`config.mk`:
```
export PLATFORM = sky130hd
export DESIGN_NAME = f1_reaction_timer
export DESIGN_NICKNAME = d
export VERILOG_FILES = /design/src/rtl/f1_react_pkg.sv /design/src/rtl/btn_sync_edge.sv /design/src/rtl/f1_reaction_timer.sv
export SDC_FILE = /design/constraint.sdc
export NUM_CORES = 1
export LEC_CHECK = 0
export ABC_AREA = 1
export BUFFER_PORTS_ARGS = -buffer_cell sky130_fd_sc_hd__buf_2
export CAP_MARGIN = 10
export CORE_MARGIN = 1.5
export CORE_UTILIZATION = 26
export CTS_BUF_LIST = sky130_fd_sc_hd__clkbuf_8
export CTS_CLUSTER_SIZE = 12
export DETAILED_ROUTE_END_ITERATION = 6
export SLEW_MARGIN = 20
export SYNTH_ARGS = -nofsm -noshare
export SYNTH_HDL_FRONTEND = slang
export SYNTH_SLANG_ARGS = --single-unit
```
`constraint.sdc`:
```
create_clock -name clk -period 1.3 [get_ports clk]
set_input_delay 0.13 -clock clk [delete_from_list [all_inputs] [get_ports clk]]
set_output_delay 0.13 -clock clk [all_outputs]
set_load 0.03 [all_outputs]
```
`src/rtl/f1_react_pkg.sv`:
```
// Shared types and light-pattern constants for the F1 reaction timer.
package f1_react_pkg;

  typedef enum logic [2:0] {
    IDLE,
    ARMED,
    WAIT_OUT,
    TIMING,
    DONE,
    FOUL
  } state_t;

  localparam logic [7:0] LIGHTS_FIRST = 8'h01;
  localparam logic [7:0] LIGHTS_ALL   = 8'hFF;
  localparam logic [7:0] LIGHTS_OFF   = 8'h00;

endpackage

```
`src/rtl/btn_sync_edge.sv`:
```
// Two-flop synchroniser for the raw driver button plus a one-cycle rising-edge pulse.
module btn_sync_edge (
  input  logic clk,
  input  logic rst,
  input  logic btn,
  output logic press
);

  logic s1, s2, s3;

  always_ff @(posedge clk or posedge rst) begin
    if (rst) begin
      s1 <= 1'b0;
      s2 <= 1'b0;
      s3 <= 1'b0;
    end else begin
      s1 <= btn;
      s2 <= s1;
      s3 <= s2;
    end
  end

  // s3 is only a history flop; a held button gives a single pulse.
  assign press = s2 & ~s3;

endmodule

```
`src/rtl/f1_reaction_timer.sv`:
```
// Measures driver reaction from lights-out to button press, flags jump starts.
// Optional best-time tracking is enabled with `define F1_REACT_BEST_EN.
//
// state    | meaning
// IDLE     | waiting for first light (8'h01)
// ARMED    | light sequence building; press here is a jump start
// WAIT_OUT | all lights on; waiting for lights out
// TIMING   | counting ms ticks until press or MAX_MS
// DONE     | result published and held
// FOUL     | jump start detected; held until next sequence
module f1_reaction_timer
  import f1_react_pkg::*;
#(
  parameter int CNT_WIDTH = 16,
  parameter int MAX_MS    = 9999
) (
  input  logic                 clk,
  input  logic                 rst,
  input  logic [7:0]           lights,
  input  logic                 ms_tick,
  input  logic                 btn,
  output logic [CNT_WIDTH-1:0] react_time,
  output logic                 valid,
  output logic                 jump_start,
  output logic                 timeout,
  output logic                 busy
`ifdef F1_REACT_BEST_EN
  ,
  output logic [CNT_WIDTH-1:0] best_time
`endif
);

  localparam logic [CNT_WIDTH-1:0] MAX_CNT = CNT_WIDTH'(MAX_MS);

  generate
    if (MAX_MS < 1 || longint'(MAX_MS) >= (longint'(1) << CNT_WIDTH)) begin : g_bad_max
      $error("MAX_MS does not fit in CNT_WIDTH bits");
    end
  endgenerate

  state_t                 state, state_nxt;
  logic [CNT_WIDTH-1:0]   cnt, cnt_nxt, rt_nxt;
  logic                   to_nxt, valid_nxt;
  logic                   press;

  btn_sync_edge u_btn (
    .clk   (clk),
    .rst   (rst),
    .btn   (btn),
    .press (press)
  );

  always_ff @(posedge clk or posedge rst) begin
    if (rst) begin
      state      <= IDLE;
      cnt        <= '0;
      react_time <= '0;
      timeout    <= 1'b0;
      valid      <= 1'b0;
    end else begin
      state      <= state_nxt;
      cnt        <= cnt_nxt;
      react_time <= rt_nxt;
      timeout    <= to_nxt;
      valid      <= valid_nxt;
    end
  end

  always_comb begin
    state_nxt = state;
    cnt_nxt   = cnt;
    rt_nxt    = react_time;
    to_nxt    = timeout;
    valid_nxt = 1'b0;
    case (state)
      IDLE: begin
        if (lights == LIGHTS_FIRST) state_nxt = ARMED;
      end
      ARMED: begin
        if (press)                     state_nxt = FOUL;
        else if (lights == LIGHTS_ALL) state_nxt = WAIT_OUT;
        else if (lights == LIGHTS_OFF) state_nxt = IDLE;
      end
      WAIT_OUT: begin
        // A press sampled together with lights out happened first: foul.
        if (press) begin
          state_nxt = FOUL;
        end else if (lights == LIGHTS_OFF) begin
          state_nxt = TIMING;
          cnt_nxt   = '0;
        end
      end
      TIMING: begin
        // Press wins over a coincident tick, so the result is the pre-tick count.
        if (press) begin
          state_nxt = DONE;
          rt_nxt    = cnt;
          to_nxt    = 1'b0;
          valid_nxt = 1'b1;
        end else if (cnt == MAX_CNT) begin
          state_nxt = DONE;
          rt_nxt    = MAX_CNT;
          to_nxt    = 1'b1;
          valid_nxt = 1'b1;
        end else if (ms_tick) begin
          cnt_nxt = cnt + CNT_WIDTH'(1);
        end
      end
      DONE, FOUL: begin
        if (lights == LIGHTS_FIRST) state_nxt = ARMED;
      end
      default: state_nxt = IDLE;
    endcase
  end

  assign jump_start = (state == FOUL);
  assign busy       = (state == ARMED) || (state == WAIT_OUT) || (state == TIMING);

`ifdef F1_REACT_BEST_EN
  always_ff @(posedge clk or posedge rst) begin
    if (rst) begin
      best_time <= MAX_CNT;
    end else if (valid_nxt && !to_nxt && (rt_nxt < best_time)) begin
      best_time <= rt_nxt;
    end
  end
`endif

endmodule

```
==> flow_summary.yaml, run 1 <==
detailed_routing:
  drt_wl_total_um: 5920
  drt_iter0_markers: 120
  wl_per_cell_um: 11.5
  drt_pass1_iterations: 4
  vias: 2259
  ant_nets: 0
  via_per_inst: 4.37
  drc_errors: 0
worst_setup_path:
  max_stage_delay_ns: 0.36
  critical_path_class: "register to register"
  cp_common_cell: "nand2_1"
  crit_buf_inv: 1
  rr_worst_depth: 8
  crit_cells: 8
  critPathTopFamily: "simple AND/OR/NAND/NOR gates"
  critPathRequiredTime_ns: 1.47
  rr_startpoint: "cnt[1]$_DFFE_PP0P_"
  cp_slowest_cell: "dfrtp_1"
  startpoint_type: "register"
  crit_path_end_kind: "register"
  rr_endpoint: "state[1]$_DFFE_PP0P_"
  setup.worst_path.end: "state[1]$_DFFE_PP0P_"
  crit_start: "cnt[1]$_DFFE_PP0P_"
  crit_chain: "ha_2 > nand3_2 > nor2_1 > nand2_1 > buf_4 > nand3_4 > nand2_1 > o21bai_2"
  reg2reg_slack_ns: -0.16
  critPathMaxFanout: 4
  arrival_ns: 1.63
timing:
  period_share_pct: 112
  min_period_ns: 1.46
  rsz0062_at_grt: "true"
  setup_ws_ns: -0.159
  drv_slew: 0
  maxSlewHeadroom_pct: 75.5
  fin_skew_ns: 0.0103
  finalHoldViolations: 0
  fmax_ghz: 0.685
  tightest_slew_ns: 0.366
  finalSetupViolCount: 37
  whs_ns: 0.357
yosys:
  ys_ff_latch: 40
  syn_avg_cell_area_um2: 6.95
  ys_warn_count: 0
  yosysSeqAreaShare_pct: 45.6
  yosysTopAreaCellShare_pct: 45.6
  synthesis.area_um2: 2200
  synthFlopType: "dfrtp_1"
  synth_area_leaders: "dfrtp_1 46%, nand2_1 21%, nor2_1 9.4%"
  netlist_instances: 316
  syn_nets: 329
  yosysMostFrequentCell: "nand2_1"
  synth_common_cells: "124 x nand2_1, 55 x nor2_1, 40 x dfrtp_1"
  synth_enable_flop_cells: 0
  synth_largest_area_cell: "dfrtp_1"
  ys_async_sr_fraction_pct: 100
  synth_cell_types: 24
global_routing:
  antenna_found_initial: 0
  globalRouteTotalUtil_pct: 13.9
  grt_remaining_overflow: 0
  grt_max_degree: 41
  grt_pass1_wl_um: 9670
  grt_pass1_vias: 2075
finish:
  area_delta_synth_final_pct: 50.9
  nets: 424
  drive_above_1_share_pct: 36.4
  nFillCells: 811
  antenna_cells: 0
  fin_util_pct: 40.3
clock_tree:
  tritoncts: "built"
  insertion_delay_ns: 0.30
  cts_buffers: 5
  clk_root_buffer_cell: "clkbuf_8"
  clk_path_buf_depth: 2
  cts.clk_slew.worst_paths_ns: 0.08
  cts_sinks: 40
  htreeDepth: 2
power:
  seq_power_share_pct: 38.6
  internal_power_w: 0.00262
  power.share.combinational_pct: 33.9
  swShare_pct: 34.1
  power-per-cell-area_nw_per_um2: 1200
  p_sw_w: 0.00135
  cellLeakagePower_nw: 1.66
  finalPower_w: 0.00398
  power.share.clock_pct: 27.6
  vdd_drop_max_v: 0.000509
floorplan:
  die_w_um: 94.9
  rows: 33
  ios: 32
  die_area_um2: 9010
  start_util_pct: 26.7
  core-area_um2: 8220
  fp.dieH_um: 94.9
hold_path:
  worstHoldPathType: "register to register"
outcome:
  failed_checks: "negative setup slack"
  status: "finished with violations"
job:
  maxCapViolCount: 0
placement:
  gp_congestion: 0.879
  dp_hpwl_um: 4160
  port_buffers: 31
[worst min path at each step]
stage / from / end / slack, ns / cells past startpoint
finish: u_btn.s1$_DFF_PP0_ / u_btn.s2$_DFF_PP0_ / 0.36 / 0
global route: u_btn.s1$_DFF_PP0_ / u_btn.s2$_DFF_PP0_ / 0.37 / 0
CTS: lights[2] / state[0]$_DFFE_PP0P_ / 0.36 / 6
detailed placement: rst / u_btn.s3$_DFF_PP0_ / 0.20 / 3
global placement: rst / u_btn.s3$_DFF_PP0_ / 0.20 / 3
floorplan: btn / u_btn.s1$_DFF_PP0_ / 0.16 / 0
[power groups by stage]
stage | registers (W) | clock network [W] | logic (W)
final | 0.00153 | 0.00110 | 0.00135
after global routing | 0.00156 | 0.00118 | 0.00148
after CTS | 0.00152 | 0.00113 | 0.00123
after detailed placement | 0.00153 | 0 | 0.00114
after global placement | 0.00154 | 0 | 0.00112
after floorplan | 0.00181 | 0 | 0.000476
[area by class of cell]
class                           count  area (um^2)  share of cell area, %
Clock inverter                      1         30.0                  0.906
Inverter                           29          111                   3.36
Tap cell                          105          131                   3.97
Timing Repair Buffer               92          704                   21.3
Sequential cell                    40         1000                   30.2
Clock buffer                        7         96.3                   2.91
Multi-Input combinational cell    243         1240                   37.3
[kinds of logic after synthesis]
family                   count (synthesis)  synth area share (%)
adder cells (fa/ha/maj)                  1                 0.570
AND/OR/NAND/NOR                        215                  40.2
XOR/XNOR                                 2                 0.798
buffers and inverters                   34                  7.01
flip-flops                              40                  45.6
AO/OA/AOI/OAI                           24                  5.87
[sequential cells by signal, summed over array words and instances (netlist names)]
name        flops
cnt            16
react_time     16
state           3
timeout         1
u_btn.s1        1
u_btn.s2        1
u_btn.s3        1
valid           1
[layout by cell type, fill, tap and decap left out, types with 2 or more instances in the layout]
cell             n
a21oi_1          3
nor2_2           2
nand3_1         10
inv_1           19
nand2_8          3
nor3_2           3
inv_2            9
clkbuf_8         7
nand3_2          5
o21ai_0          3
nand4_1          7
nor2_4           4
dfrtp_1         39
o21ai_1         15
nand2_1        108
nand2_2         14
buf_6            7
nor2_1          52
buf_12           3
buf_2           29
nand2_4          5
dlygate4sd3_1    2
buf_4           50
[metal layers]
layer / vias up / track usage, % / share of wire (%) / wire length, um
met4: 0 / 3.73 / 1.1 / 64
met3: 6 / 3.38 / 4.5 / 266
met1: 1025 / 17.6 / 45 / 2670
met2: 48 / 23.6 / 49 / 2920
met5: - / 0 / 0 / 0
li1: 1180 / - / - / -
[per-stage QoR]
step	std cells	cell area, um^2	setup WS (ns)	setup TNS (ns)
2_1_floorplan	316	2210	-0.0747	-1.46
3_3_place_gp	500	2870	-0.312	-5.41
3_5_place_dp	500	2870	-0.349	-6.21
4_1_cts	512	3140	-0.166	-4.54
5_1_grt	517	3310	-0.232	-7.59
6_report	517	3310	-0.159	-4.77
[timing repair]
action	in CTS	in global routing
gates cloned	1	1
gates resized for setup	22	39
hold endpoints to repair	41	0
buffers inserted	2	5
endpoints found under the setup margin	39	39
hold buffers	2	0
pin swaps	8	13
No activity file was read; power rests on OpenSTA's default activity.
==> inputs of run 2 (changes only) <==
--- a/config.mk
+++ b/config.mk
@@ -13,6 +13,7 @@
 export CTS_BUF_LIST = sky130_fd_sc_hd__clkbuf_8
 export CTS_CLUSTER_SIZE = 12
 export DETAILED_ROUTE_END_ITERATION = 6
+export PLACE_DENSITY = 0.48
 export SLEW_MARGIN = 20
 export SYNTH_ARGS = -nofsm -noshare
 export SYNTH_HDL_FRONTEND = slang
==> run 2 against run 1 <==
  * The flow still finishes with violations (negative setup slack)
  * Total power shrank 1.1%
  * Maximum frequency grew 1.5%
  * Flip-flop and latch count is the same
  * Highest routed layer unchanged
  * Register-to-register slack gained 0.02 ns
  * Global-route usage grew 0.49 points
  * Critical endpoint is now react_time[8]$_DFFE_PP0P_
  * Design area grew 3.8%
  * Combinational power is essentially flat
  * Critical path depth grew 1
  * Worst setup slack gained 0.021 ns
  * Clock power shrank 4%
==> flow_summary.yaml, run 2 (synthesis results as in run 1) <==
clock_tree:
  cts_sinks: 40
  tritoncts: "built"
  insertion_delay_ns: 0.30
  clk_root_buffer_cell: "clkbuf_8"
  htreeDepth: 2
  cts_buffers: 5
  cts.clk_slew.worst_paths_ns: 0.09
  clk_path_buf_depth: 2
detailed_routing:
  drt_iter0_markers: 126
  wl_per_cell_um: 12.1
  drc_errors: 0
  ant_nets: 0
  drt_pass1_iterations: 4
  via_per_inst: 4.31
  drt_wl_total_um: 6330
  vias: 2258
worst_setup_path:
  arrival_ns: 1.64
  critPathRequiredTime_ns: 1.50
  startpoint_type: "register"
  critical_path_class: "register to register"
  crit_path_end_kind: "register"
  critPathMaxFanout: 12
finish:
  area_delta_synth_final_pct: 56.6
  fin_cells: 524
  drive_above_1_share_pct: 40.1
  antenna_cells: 0
  nets: 431
  final_common_cell: "nand2_1"
  layout_common_cells: "103 x nand2_1, 52 x buf_4, 45 x nor2_1, 38 x dfrtp_1, 29 x buf_2"
  reg_top3: "cnt: 16 flops, react_time: 16 flops, state: 3 flops"
global_routing:
  grt_max_degree: 41
  grt_pass1_vias: 2088
  globalRouteTotalUtil_pct: 14.4
  antenna_found_initial: 0
  grt_remaining_overflow: 0
  grt_pass1_wl_um: 9980
floorplan:
  core-area_um2: 8220
  start_util_pct: 26.7
  ios: 32
  rows: 33
  die_area_um2: 9010
  fp.dieH_um: 94.9
  die_w_um: 94.9
timing:
  finalHoldViolations: 0
  fin_skew_ns: 0.00937
  setup_ws_ns: -0.138
  tightest_slew_ns: 0.221
  period_share_pct: 111
  maxSlewHeadroom_pct: 85.3
  fmax_ghz: 0.695
  drv_slew: 0
  rsz0062_at_grt: "true"
  finalSetupViolCount: 39
  min_period_ns: 1.44
placement:
  dp_hpwl_um: 4470
  post-place-cells: 503
  post-place-ws_ns: -0.380
  port_buffers: 31
  gp_congestion: 0.859
hold_path:
  worstHoldPathType: "register to register"
power:
  cellLeakagePower_nw: 1.71
  power-per-cell-area_nw_per_um2: 1140
  vdd_drop_max_v: 0.000579
job:
  maxCapViolCount: 0
outcome:
  status: "finished with violations"
  failed_checks: "negative setup slack"
==> run 2: cell types whose count changed in the layout (fill, tap and decap cells not counted), moves of 2 or more <==
cell,before,now
nand2_1,108,103
clkbuf_8,7,5
nand2_2,14,20
nand3_2,5,1
nand3_4,1,3
nor2_1,52,45
nand2_4,5,3
nand3_1,10,12
nor2_2,2,9
buf_6,7,11
buf_4,50,52
==> run 2: metal layers <==
| layer | share of wire [%] | track usage (%) | vias to the layer above |
|---|---|---|---|
| met3 | 4.0 | 3.22 | 4 |
| met5 | 0 | 0 | - |
| met1 | 49 | 20.2 | 1024 |
| met2 | 46 | 22.4 | 37 |
| li1 | - | - | 1193 |
| met4 | 0.73 | 3.36 | 0 |
==> run 2: report_power, final <==
group          switching [W]  internal, W  total (W)
logic               0.000808     0.000525    0.00133
clock network       0.000483     0.000579    0.00106
registers           0.000114      0.00142    0.00154
==> run 2: metrics by stage <==
step                      power (W)  TNS [ns]  area, um^2  utilization (%)  hold slack, ns
final                       0.00393     -4.29        3440             41.8           0.352
after global routing        0.00419     -7.68        3440             41.8           0.358
after CTS                   0.00388     -4.83        3190             38.8           0.356
after detailed placement    0.00269     -6.95        2890             35.2           0.205
after global placement      0.00267     -5.78        2890             35.2           0.205
after floorplan             0.00228     -1.46        2210                -           0.161
==> run 2: worst paths after layout <==
| check | cells past startpoint | from | slack [ns] | to |
|---|---|---|---|---|
| worst max-delay path | 9 | cnt[5]$_DFFE_PP0P_ | -0.14 | react_time[8]$_DFFE_PP0P_ |
| worst min-delay path | 0 | u_btn.s1$_DFF_PP0_ | 0.35 | u_btn.s2$_DFF_PP0_ |
| worst max register to register | 9 | cnt[5]$_DFFE_PP0P_ | -0.14 | react_time[8]$_DFFE_PP0P_ |
| worst min register to register | 0 | u_btn.s1$_DFF_PP0_ | 0.35 | u_btn.s2$_DFF_PP0_ |
| max in group asynchronous | 4 | rst | 0.66 | state[0]$_DFFE_PP0P_ |
| min in group asynchronous | 4 | rst | 0.42 | cnt[9]$_DFFE_PP0P_ |
==> run 2: worst max-delay path, stage by stage (launching register included) <==
cell	delay, ns
dfrtp_1	0.41
nor2_2	0.14
nand2_1	0.09
nor2_2	0.12
nand2_2	0.10
nand2_2	0.12
nand2_8	0.08
clkbuf_16	0.17
nand2_1	0.05
o21ai_1	0.05
==> run 2: area by class of cell <==
class,count,area (um^2)
timing repair buffer,99,790
inverter,29,114
fill,817,4780
clock buffer,5,68.8
clock inverter,3,46.3
multi-input combinational,243,1280
tap,105,131
sequential,40,1000
==> run 2: what timing repair did <==
item | CTS | global route
resized for setup | 27 | 55
cloned | 1 | 2
pin swaps | 7 | 23
hold buffers | 2 | 0
hold endpoints to repair | 41 | 0
endpoints found under the setup margin | 39 | 39
setup buffers | 5 | 4
==> inputs of run 3 (changes only) <==
==> constraint.sdc (replaced) <==
create_clock -name clk -period 1.3 [get_ports clk]
set_input_delay 0.065 -clock clk [delete_from_list [all_inputs] [get_ports clk]]
set_output_delay 0.065 -clock clk [all_outputs]
set_load 0.03 [all_outputs]
==> run 3 against run 2 <==
  * The flow still finishes with violations (negative setup slack)
  * Utilization rose by 1.4 points
  * Flip-flop and latch count stayed put
  * Final cell count increased by 0.38%
  * Wire length grew 4.5%
  * First-iteration DRC count grew 0.79%
  * Critical endpoint is now react_time[14]$_DFFE_PP0P_
  * Total power increased by 2.4%
  * Clock skew down 0.00081 ns
  * Largest power group unchanged
  * Global-route usage rose by 0.29 points
  * Critical path type unchanged
  * Design area increased by 3.4%
==> flow_summary.yaml, run 3 (synthesis results as in run 1) <==
worst_setup_path:
  rr_startpoint: "cnt[4]$_DFFE_PP0P_"
  crit_cells: 9
  critical_path_class: "register to register"
  cp_slowest_cell: "dfrtp_1"
  reg2reg_slack_ns: -0.19
  critPathRequiredTime_ns: 1.49
  arrival_ns: 1.68
  rr_endpoint: "react_time[14]$_DFFE_PP0P_"
  critPathTopFamily: "simple AND/OR/NAND/NOR gates"
  crit_path_end_kind: "register"
  crit_buf_inv: 1
  startpoint_type: "register"
  crit_chain: "nor2_2 > nand2_1 > nor2_2 > nand2_4 > nand2_4 > nand2_8 > clkbuf_16 > nand2_1 > o21ai_1"
  critPathMaxFanout: 12
  rr_worst_depth: 9
  max_stage_delay_ns: 0.41
power:
  power-per-cell-area_nw_per_um2: 1130
  vdd_drop_max_v: 0.000367
  power.share.combinational_pct: 33.9
  cellLeakagePower_nw: 1.73
  internal_power_w: 0.00255
  finalPower_w: 0.00403
  seq_power_share_pct: 39.4
  swShare_pct: 36.5
  power.share.clock_pct: 26.6
  p_sw_w: 0.00147
hold_path:
  hp-start: "lights[1]"
  whs_path_depth: 6
  hold_end: "state[0]$_DFFE_PP0P_"
  worstHoldPathType: "input port to register"
clock_tree:
  cts.clk_slew.worst_paths_ns: 0.09
  clk_root_buffer_cell: "clkbuf_8"
  insertion_delay_ns: 0.30
  cts_sinks: 40
  tritoncts: "built"
  cts_buffers: 5
  htreeDepth: 2
  clk_path_buf_depth: 2
detailed_routing:
  vias: 2328
  drt_pass1_iterations: 4
  via_per_inst: 4.43
  drt_wl_total_um: 6610
  drt_iter0_markers: 127
  wl_per_cell_um: 12.6
  ant_nets: 0
  drc_errors: 0
floorplan:
  start_util_pct: 26.7
  fp.dieH_um: 94.9
  core-area_um2: 8220
  die_area_um2: 9010
  ios: 32
  die_w_um: 94.9
  rows: 33
finish:
  final_common_cell: "nand2_1"
  drive_above_1_share_pct: 45.6
  area_delta_synth_final_pct: 61.9
  seq_area_um2: 1000
  fin_cells: 526
  fin_util_pct: 43.3
  nets: 433
  multi_input_area_um2: 1390
  layout_common_cells: "86 x nand2_1, 56 x buf_4, 47 x nor2_1, 38 x dfrtp_1, 29 x buf_2"
  nFillCells: 805
  reg_top3: "cnt: 16 flops, react_time: 16 flops, state: 3 flops"
  antenna_cells: 0
placement:
  port_buffers: 31
  gp_congestion: 0.862
  post-place-ws_ns: -0.359
  post-place-cells: 502
  dp_hpwl_um: 4470
timing:
  min_period_ns: 1.49
  maxSlewHeadroom_pct: 77.6
  fmax_ghz: 0.671
  fin_skew_ns: 0.00855
  rsz0062_at_grt: "true"
  drv_slew: 0
  finalSetupViolCount: 37
  period_share_pct: 115
  setup-tns-final_ns: -5.81
  setup_ws_ns: -0.189
  finalHoldViolations: 0
  tightest_slew_ns: 0.335
job:
  maxCapViolCount: 0
outcome:
  status: "finished with violations"
  failed_checks: "negative setup slack"
global_routing:
  grt_max_degree: 41
  grt_pass1_wl_um: 10100
  antenna_found_initial: 0
  grt_remaining_overflow: 0
  grt_pass1_vias: 2144
  globalRouteTotalUtil_pct: 14.7
-- run 3: changes by cell type in the layout (fill, tap and decap cells not counted), moves of 2 or more --
cell / previous run / this run
nand2_4: 3 / 14
o21ai_1: 15 / 6
nor2_2: 9 / 7
nor2_1: 45 / 47
buf_6: 11 / 9
nand2_2: 20 / 26
buf_4: 52 / 56
o21ai_2: 1 / 9
nand2_1: 103 / 86
nand3_2: 1 / 3
-- run 3: layer usage --
layer | track usage (%) | wire [um] | vias to the layer above | share of wire [%]
met2 | 23.4 | 3190 | 47 | 48
met1 | 20.0 | 3060 | 1076 | 46
met4 | 4.35 | 103 | 0 | 1.6
li1 | - | - | 1195 | -
met5 | 0 | 0 | - | 0
met3 | 3.06 | 251 | 10 | 3.8
-- run 3: worst max path at each step --
stage | from | endpoint
6_report | cnt[4]$_DFFE_PP0P_ | react_time[14]$_DFFE_PP0P_
5_1_grt | cnt[6]$_DFFE_PP0P_ | react_time[14]$_DFFE_PP0P_
4_1_cts | cnt[0]$_DFFE_PP0P_ | cnt[13]$_DFFE_PP0P_
3_5_place_dp | cnt[1]$_DFFE_PP0P_ | cnt[13]$_DFFE_PP0P_
3_3_place_gp | cnt[1]$_DFFE_PP0P_ | cnt[1]$_DFFE_PP0P_
2_1_floorplan | cnt[0]$_DFFE_PP0P_ | react_time[10]$_DFFE_PP0P_
-- run 3: area by class of cell --
| class | instances | share of cell area (%) |
|---|---|---|
| Multi-Input combinational cell | 243 | 39.1 |
| Sequential cell | 40 | 28.2 |
| Timing Repair Buffer | 101 | 22.4 |
| Tap cell | 105 | 3.70 |
| Inverter | 29 | 3.27 |
| Clock buffer | 5 | 1.94 |
| Clock inverter | 3 | 1.30 |
-- run 3: repair_timing --
action / in CTS / in global routing
hold buffers: 2 / 0
setup endpoints to repair: 38 / 39
pin swaps: 7 / 25
gates cloned: 1 / 2
resized for setup: 18 / 93
hold endpoints to repair: 41 / 0
buffers inserted: 4 / 7
-- run 3: worst register-to-register path: cells and delay by family, from the launching register on --
kind	cells	cell delay [ns]
buf+inv	1	0.17
simple gates	7	0.73
compound gates	1	0.06
flops	1	0.41
-- run 3: per-stage QoR --
step	cell area, um^2	hold slack (ns)
2_1_floorplan	2210	0.0964
3_3_place_gp	2880	0.139
3_5_place_dp	2880	0.141
4_1_cts	3140	0.257
5_1_grt	3550	0.319
6_report	3550	0.281
-- run 3: power groups by stage --
stage	logic [W]	clock network [W]	registers [W]
6_report	0.00137	0.00107	0.00159
5_1_grt	0.00151	0.00115	0.00161
2_1_floorplan	0.000476	0	0.00181
4_1_cts	0.00117	0.00111	0.00153
3_3_place_gp	0.00113	0	0.00153
3_5_place_dp	0.00114	0	0.00155
